File: config.mk
export PLATFORM = sky130hd
export DESIGN_NAME = uart_tx_fifo
export DESIGN_NICKNAME = d
export VERILOG_FILES = /design/src/rtl/uart_tx_fifo.sv
export SDC_FILE = /design/constraint.sdc
export NUM_CORES = 1
export LEC_CHECK = 0
export ABC_AREA = 1
export ABC_CLOCK_PERIOD_IN_PS = 3000
export BUFFER_PORTS_ARGS = -buffer_cell sky130_fd_sc_hd__buf_2
export CAP_MARGIN = 20
export CORE_MARGIN = 2
export CORE_UTILIZATION = 60
export DETAILED_ROUTE_END_ITERATION = 6
export HOLD_SLACK_MARGIN = 0.05
export PLACE_DENSITY = 0.74
export SYNTH_ARGS = -nofsm -noshare
export SYNTH_HDL_FRONTEND = slang
export SYNTH_SLANG_ARGS = --single-unit
File: constraint.sdc
create_clock -name clk -period 3 [get_ports clk]
set_clock_uncertainty 0.1 [all_clocks]
set_input_delay 0.75 -clock clk [delete_from_list [all_inputs] [get_ports clk]]
set_output_delay 0.75 -clock clk [all_outputs]
set_load 0.01 [all_outputs]
File: src/rtl/uart_tx_fifo.sv
// rtl/uart_tx_fifo.sv - UART transmitter fed by a small write FIFO
// Frame shape (data bits, parity, stop bits) is fixed by parameters.
module uart_tx_fifo #(
  parameter int CLK_PER_BIT = 434,
  parameter int DATA_BITS   = 7,
  parameter int PARITY_MODE = 1,
  parameter int STOP_BITS   = 1,
  parameter int FIFO_DEPTH  = 4
) (
  input  logic                        clk,
  input  logic                        rst,
  input  logic                        wr_valid,
  input  logic [DATA_BITS-1:0]        wr_data,
  output logic                        wr_ready,
  output logic                        tx,
  output logic                        busy,
  output logic [$clog2(FIFO_DEPTH):0] fifo_count,
  output logic                        overflow
);
  localparam int AW = $clog2(FIFO_DEPTH);
  localparam int CW = $clog2(CLK_PER_BIT);
  localparam int IW = $clog2(DATA_BITS);

  typedef enum logic [2:0] {IDLE, START, DATA, PARITY, STOP} state_t;
  state_t state, state_next;

  logic [DATA_BITS-1:0] mem [FIFO_DEPTH];
  logic [AW-1:0]        wr_ptr, rd_ptr;
  logic                 push, pop;
  logic [DATA_BITS-1:0] shift, data_reg;
  logic [CW-1:0]        baud_cnt;
  logic [IW-1:0]        bit_idx;
  logic                 stop_idx;
  logic                 bit_done, parity_bit, tx_next, busy_next;

  // Ready depends only on the registered count, so a full FIFO refuses a write
  // even on an edge where the FSM pops.
  assign wr_ready   = (fifo_count != (AW+1)'(FIFO_DEPTH));
  assign push       = wr_valid & wr_ready;
  assign bit_done   = (baud_cnt == CW'(CLK_PER_BIT - 1));
  assign parity_bit = (PARITY_MODE == 2) ? ~^data_reg : ^data_reg;

  always_ff @(posedge clk) begin
    if (push) mem[wr_ptr] <= wr_data;
  end

  always_ff @(posedge clk or posedge rst) begin
    if (rst) begin
      wr_ptr     <= '0;
      rd_ptr     <= '0;
      fifo_count <= '0;
      overflow   <= 1'b0;
    end else begin
      overflow <= wr_valid & ~wr_ready;
      if (push) wr_ptr <= wr_ptr + 1'b1;
      if (pop)  rd_ptr <= rd_ptr + 1'b1;
      case ({push, pop})
        2'b10:   fifo_count <= fifo_count + 1'b1;
        2'b01:   fifo_count <= fifo_count - 1'b1;
        default: ;
      endcase
    end
  end

  always_comb begin
    state_next = state;
    tx_next    = tx;
    busy_next  = busy;
    pop        = 1'b0;
    unique case (state)
      IDLE: begin
        if (fifo_count != '0) begin
          pop        = 1'b1;
          state_next = START;
          tx_next    = 1'b0;
          busy_next  = 1'b1;
        end
      end
      START: begin
        if (bit_done) begin
          state_next = DATA;
          tx_next    = shift[0];
        end
      end
      DATA: begin
        if (bit_done) begin
          if (bit_idx == IW'(DATA_BITS - 1)) begin
            if (PARITY_MODE != 0) begin
              state_next = PARITY;
              tx_next    = parity_bit;
            end else begin
              state_next = STOP;
              tx_next    = 1'b1;
            end
          end else begin
            tx_next = shift[1];
          end
        end
      end
      PARITY: begin
        if (bit_done) begin
          state_next = STOP;
          tx_next    = 1'b1;
        end
      end
      STOP: begin
        // Back-to-back frames: pop straight into the next start bit.
        if (bit_done && stop_idx == 1'(STOP_BITS - 1)) begin
          if (fifo_count != '0) begin
            pop        = 1'b1;
            state_next = START;
            tx_next    = 1'b0;
          end else begin
            state_next = IDLE;
            busy_next  = 1'b0;
          end
        end
      end
      default: state_next = IDLE;
    endcase
  end

  always_ff @(posedge clk or posedge rst) begin
    if (rst) begin
      state    <= IDLE;
      tx       <= 1'b1;
      busy     <= 1'b0;
      shift    <= '0;
      data_reg <= '0;
      baud_cnt <= '0;
      bit_idx  <= '0;
      stop_idx <= 1'b0;
    end else begin
      state <= state_next;
      tx    <= tx_next;
      busy  <= busy_next;
      if (state == IDLE || bit_done) baud_cnt <= '0;
      else                           baud_cnt <= baud_cnt + 1'b1;
      if (pop) begin
        shift    <= mem[rd_ptr];
        data_reg <= mem[rd_ptr];
        bit_idx  <= '0;
      end else if (state == DATA && bit_done) begin
        shift   <= shift >> 1;
        bit_idx <= bit_idx + 1'b1;
      end
      if (state != STOP)  stop_idx <= 1'b0;
      else if (bit_done)  stop_idx <= stop_idx + 1'b1;
    end
  end
endmodule

==> flow_metrics.py <==
metrics = {
    "final_layout": {
        "syn2layout_area_growth_pct": 11.7,
        "design_area_um2": 3580,
        "layout.nets": 390,
        "largest_reg_flops": 28,
        "layout-drive-gt1-share_pct": 13.6,
        "num-fill-cells": 407,
        "diodes": 0,
        "top_register": "mem",
        "top_regs": "mem x28, baud_cnt x9",
    },
    "floorplanning": {
        "die_w_um": 77.1,
        "core_area_um2": 5140,
        "initial_core_util_pct": 62.4,
        "ios": 17,
        "dieArea_um2": 5950,
        "num_rows": 26,
        "die_y_um": 77.1,
    },
    "worst_hold_path": {
        "min_to": "shift[6]$_DFFE_PP0P_",
        "min_path_cells": 2,
        "hp-class": "flop to flop",
        "hold_start": "shift[6]$_DFFE_PP0P_",
    },
    "sta": {
        "fmax_ghz": 0.380,
        "setup_tns_ns": 0,
        "drv_slew": 0,
        "period_share_pct": 87.8,
        "rsz0062_at_grt": "no",
        "setup_viol": 0,
        "slew-limit-headroom_pct": 51.4,
        "fin_ws_ns": 0.367,
        "period_needed_ns": 2.63,
        "tightest_slew_ns": 0.726,
        "hold_viol": 0,
    },
    "placement": {
        "hpwl_mm": 3.88,
        "io_buffers": 16,
        "placed_cell_area_um2": 3350,
        "place_ws_ns": 0.433,
        "gp_congestion": 0.829,
    },
    "yosys": {
        "synth_largest_area_cell": "dfrtp_1",
        "ys_seq_area_share_pct": 57.5,
        "ys_top_cells_by_count": "nand2_1 (81), inv_1 (45), nor2_1 (42), dfrtp_1 (39), o21ai_0 (37)",
        "synthTopCellsByArea": "dfrtp_1 (30%), edfxtp_1 (26%), nand2_1 (9.5%)",
        "yosys_most_used_dff": "dfrtp_1",
        "synth_most_common_cell": "nand2_1",
        "syn_area_um2": 3210,
        "synth_nets": 367,
        "synth_edf_count": 28,
        "synth_top_area_share_pct": 30.4,
        "yosys_warnings": 0,
        "async_flop_share_pct": 58.8,
        "synth_seq_cells": 68,
        "syn_avg_cell_area_um2": 9.24,
        "synth.distinct_cells": 34,
        "synth_cells": 347,
    },
    "cts": {
        "cts_sinks": 68,
        "clk_latency_ns": 0.34,
        "hold_buffers": 0,
        "clk_path_buf_depth": 2,
        "post_cts_buffers": 0,
        "clockRootBuffer": "clkbuf_8",
        "htreeDepth": 3,
        "cts_made_buffers": 9,
        "clk_pin_slew_ns": 0.07,
        "cts-resized-gates": 0,
        "cts_tree": "done",
    },
    "worst_setup_path": {
        "critPathMaxFanout": 15,
        "endpoint_kind": "flop",
        "crit_path_start": "baud_cnt[1]$_DFF_PP0_",
        "start_kind": "flop",
        "r2r-end": "fifo_count[2]$_DFFE_PP0P_",
        "arrival_ns": 2.76,
        "required_ns": 3.13,
        "timing.rr.start": "baud_cnt[1]$_DFF_PP0_",
        "crit_type": "flop to flop",
        "rrSetupSlack_ns": 0.37,
        "reg2reg_depth": 14,
    },
    "global_route": {
        "grt_pass1_wl_mm": 10.1,
        "grt_antenna_before_repair": 0,
        "grt-ovfl-total": 0,
        "grtUsageTotal_pct": 22.2,
        "grt_pass1_vias": 2207,
        "grt_max_degree": 41,
    },
    "run": {
        "maxCapViolations": 0,
    },
    "power": {
        "pwr-share-clk_pct": 23.8,
        "comb_power_share_pct": 36.9,
        "p_leak_nw": 1.69,
        "finalPower_mw": 3.79,
        "power_switching_mw": 1.50,
        "seqPwrFrac_pct": 39.3,
        "sw_frac_of_total_pct": 39.4,
        "powerDensity_nw_per_um2": 1060,
        "peakVddDrop_uv": 663,
        "internal-power_mw": 2.30,
    },
    "drt": {
        "wl_mm": 5.84,
        "num_vias": 2304,
        "route.detailed.wl_per_inst_um": 13.1,
        "drt_first_pass_iters": 4,
        "ant_nets": 0,
        "first_iter_violations": 255,
        "viasPerCell": 5.18,
        "drc": 0,
    },
    "status": {
        "status": "finished, final reports clean",
    },
}
-- power by group through the flow --
stage | registers, mW | clock network, mW | logic (mW)
6_report | 1.49 | 0.903 | 1.40
2_1_floorplan | 1.44 | 0 | 1.15
3_5_place_dp | 1.50 | 0 | 1.38
5_1_grt | 1.53 | 0.958 | 1.63
4_1_cts | 1.48 | 0.915 | 1.41
3_3_place_gp | 1.49 | 0 | 1.36
-- critical path: stages (launching register included) --
cell     delay, ns
dfrtp_1       0.40
inv_1         0.06
ha_1          0.16
nand2_1       0.10
nor3_4        0.15
nand3_2       0.11
nand2_2       0.12
nand2_4       0.12
inv_4         0.17
ha_1          0.16
inv_1         0.07
fa_1          0.39
a21oi_1       0.15
o21ai_0       0.11
xnor2_1       0.13
-- cells by family after synthesis --
family	count (synthesis)	synth area share (%)
AOI/OAI and AO/OA	51	8.47
buffers and inverters	54	6.94
DFF	68	57.5
xor gates and xnor gates	4	1.09
and+or+nand+nor	160	21.9
adders and majority gates	10	4.14
-- layout by cell type (no fill, tap or decap), types with 2 or more instances in the layout --
cell type and count:
nand3_1 12, o21ai_2 2, a21oi_1 8, clkbuf_8 9, o21ai_0 37, xnor2_1 2
ha_1 9, nand2_2 5, buf_2 16, nor2_2 2, dfrtp_1 39, nor3_1 7
nor3b_1 4, xor2_1 2, inv_2 3, clkinv_1 2, nor2_1 42, bufinv_16 3
nand2_1 81, edfxtp_1 28, inv_1 45
-- area by class of cell --
| cell class | count | area (um^2) | area share, % |
|---|---|---|---|
| clock inverter | 7 | 114 | 3.18 |
| inverter | 49 | 186 | 5.20 |
| sequential | 68 | 1840 | 51.4 |
| clock buffer | 9 | 124 | 3.46 |
| timing repair buffer | 17 | 87.6 | 2.44 |
| tap | 70 | 87.6 | 2.44 |
| multi-input combinational | 225 | 1140 | 31.8 |
-- per-stage QoR --
stage | std cells | util, % | hold slack (ns)
floorplan | 347 | - | 0.337
global placement | 429 | 65.1 | 0.359
detailed placement | 429 | 65.1 | 0.369
CTS | 445 | 69.7 | 0.390
global route | 445 | 69.7 | 0.420
finish | 445 | 69.7 | 0.399
-- metal layers --
metal	vias to the layer above	part of all wire (%)	global-route usage [%]	wire length, um
li1	1168	-	-	-
met1	1070	47	29.9	2760
met2	58	47	34.6	2750
met3	8	4.8	5.53	278
met4	0	1.0	9.29	59
met5	-	0	0	0
-- how the worst max path moves through the flow --
stage | slack [ns] | end
2_1_floorplan | 0.64 | fifo_count[2]$_DFFE_PP0P_
3_3_place_gp | 0.54 | fifo_count[2]$_DFFE_PP0P_
3_5_place_dp | 0.43 | fifo_count[2]$_DFFE_PP0P_
4_1_cts | 0.37 | fifo_count[2]$_DFFE_PP0P_
5_1_grt | 0.13 | fifo_count[2]$_DFFE_PP0P_
6_report | 0.37 | fifo_count[2]$_DFFE_PP0P_
Note: power is estimated with default switching activity, not from simulation.
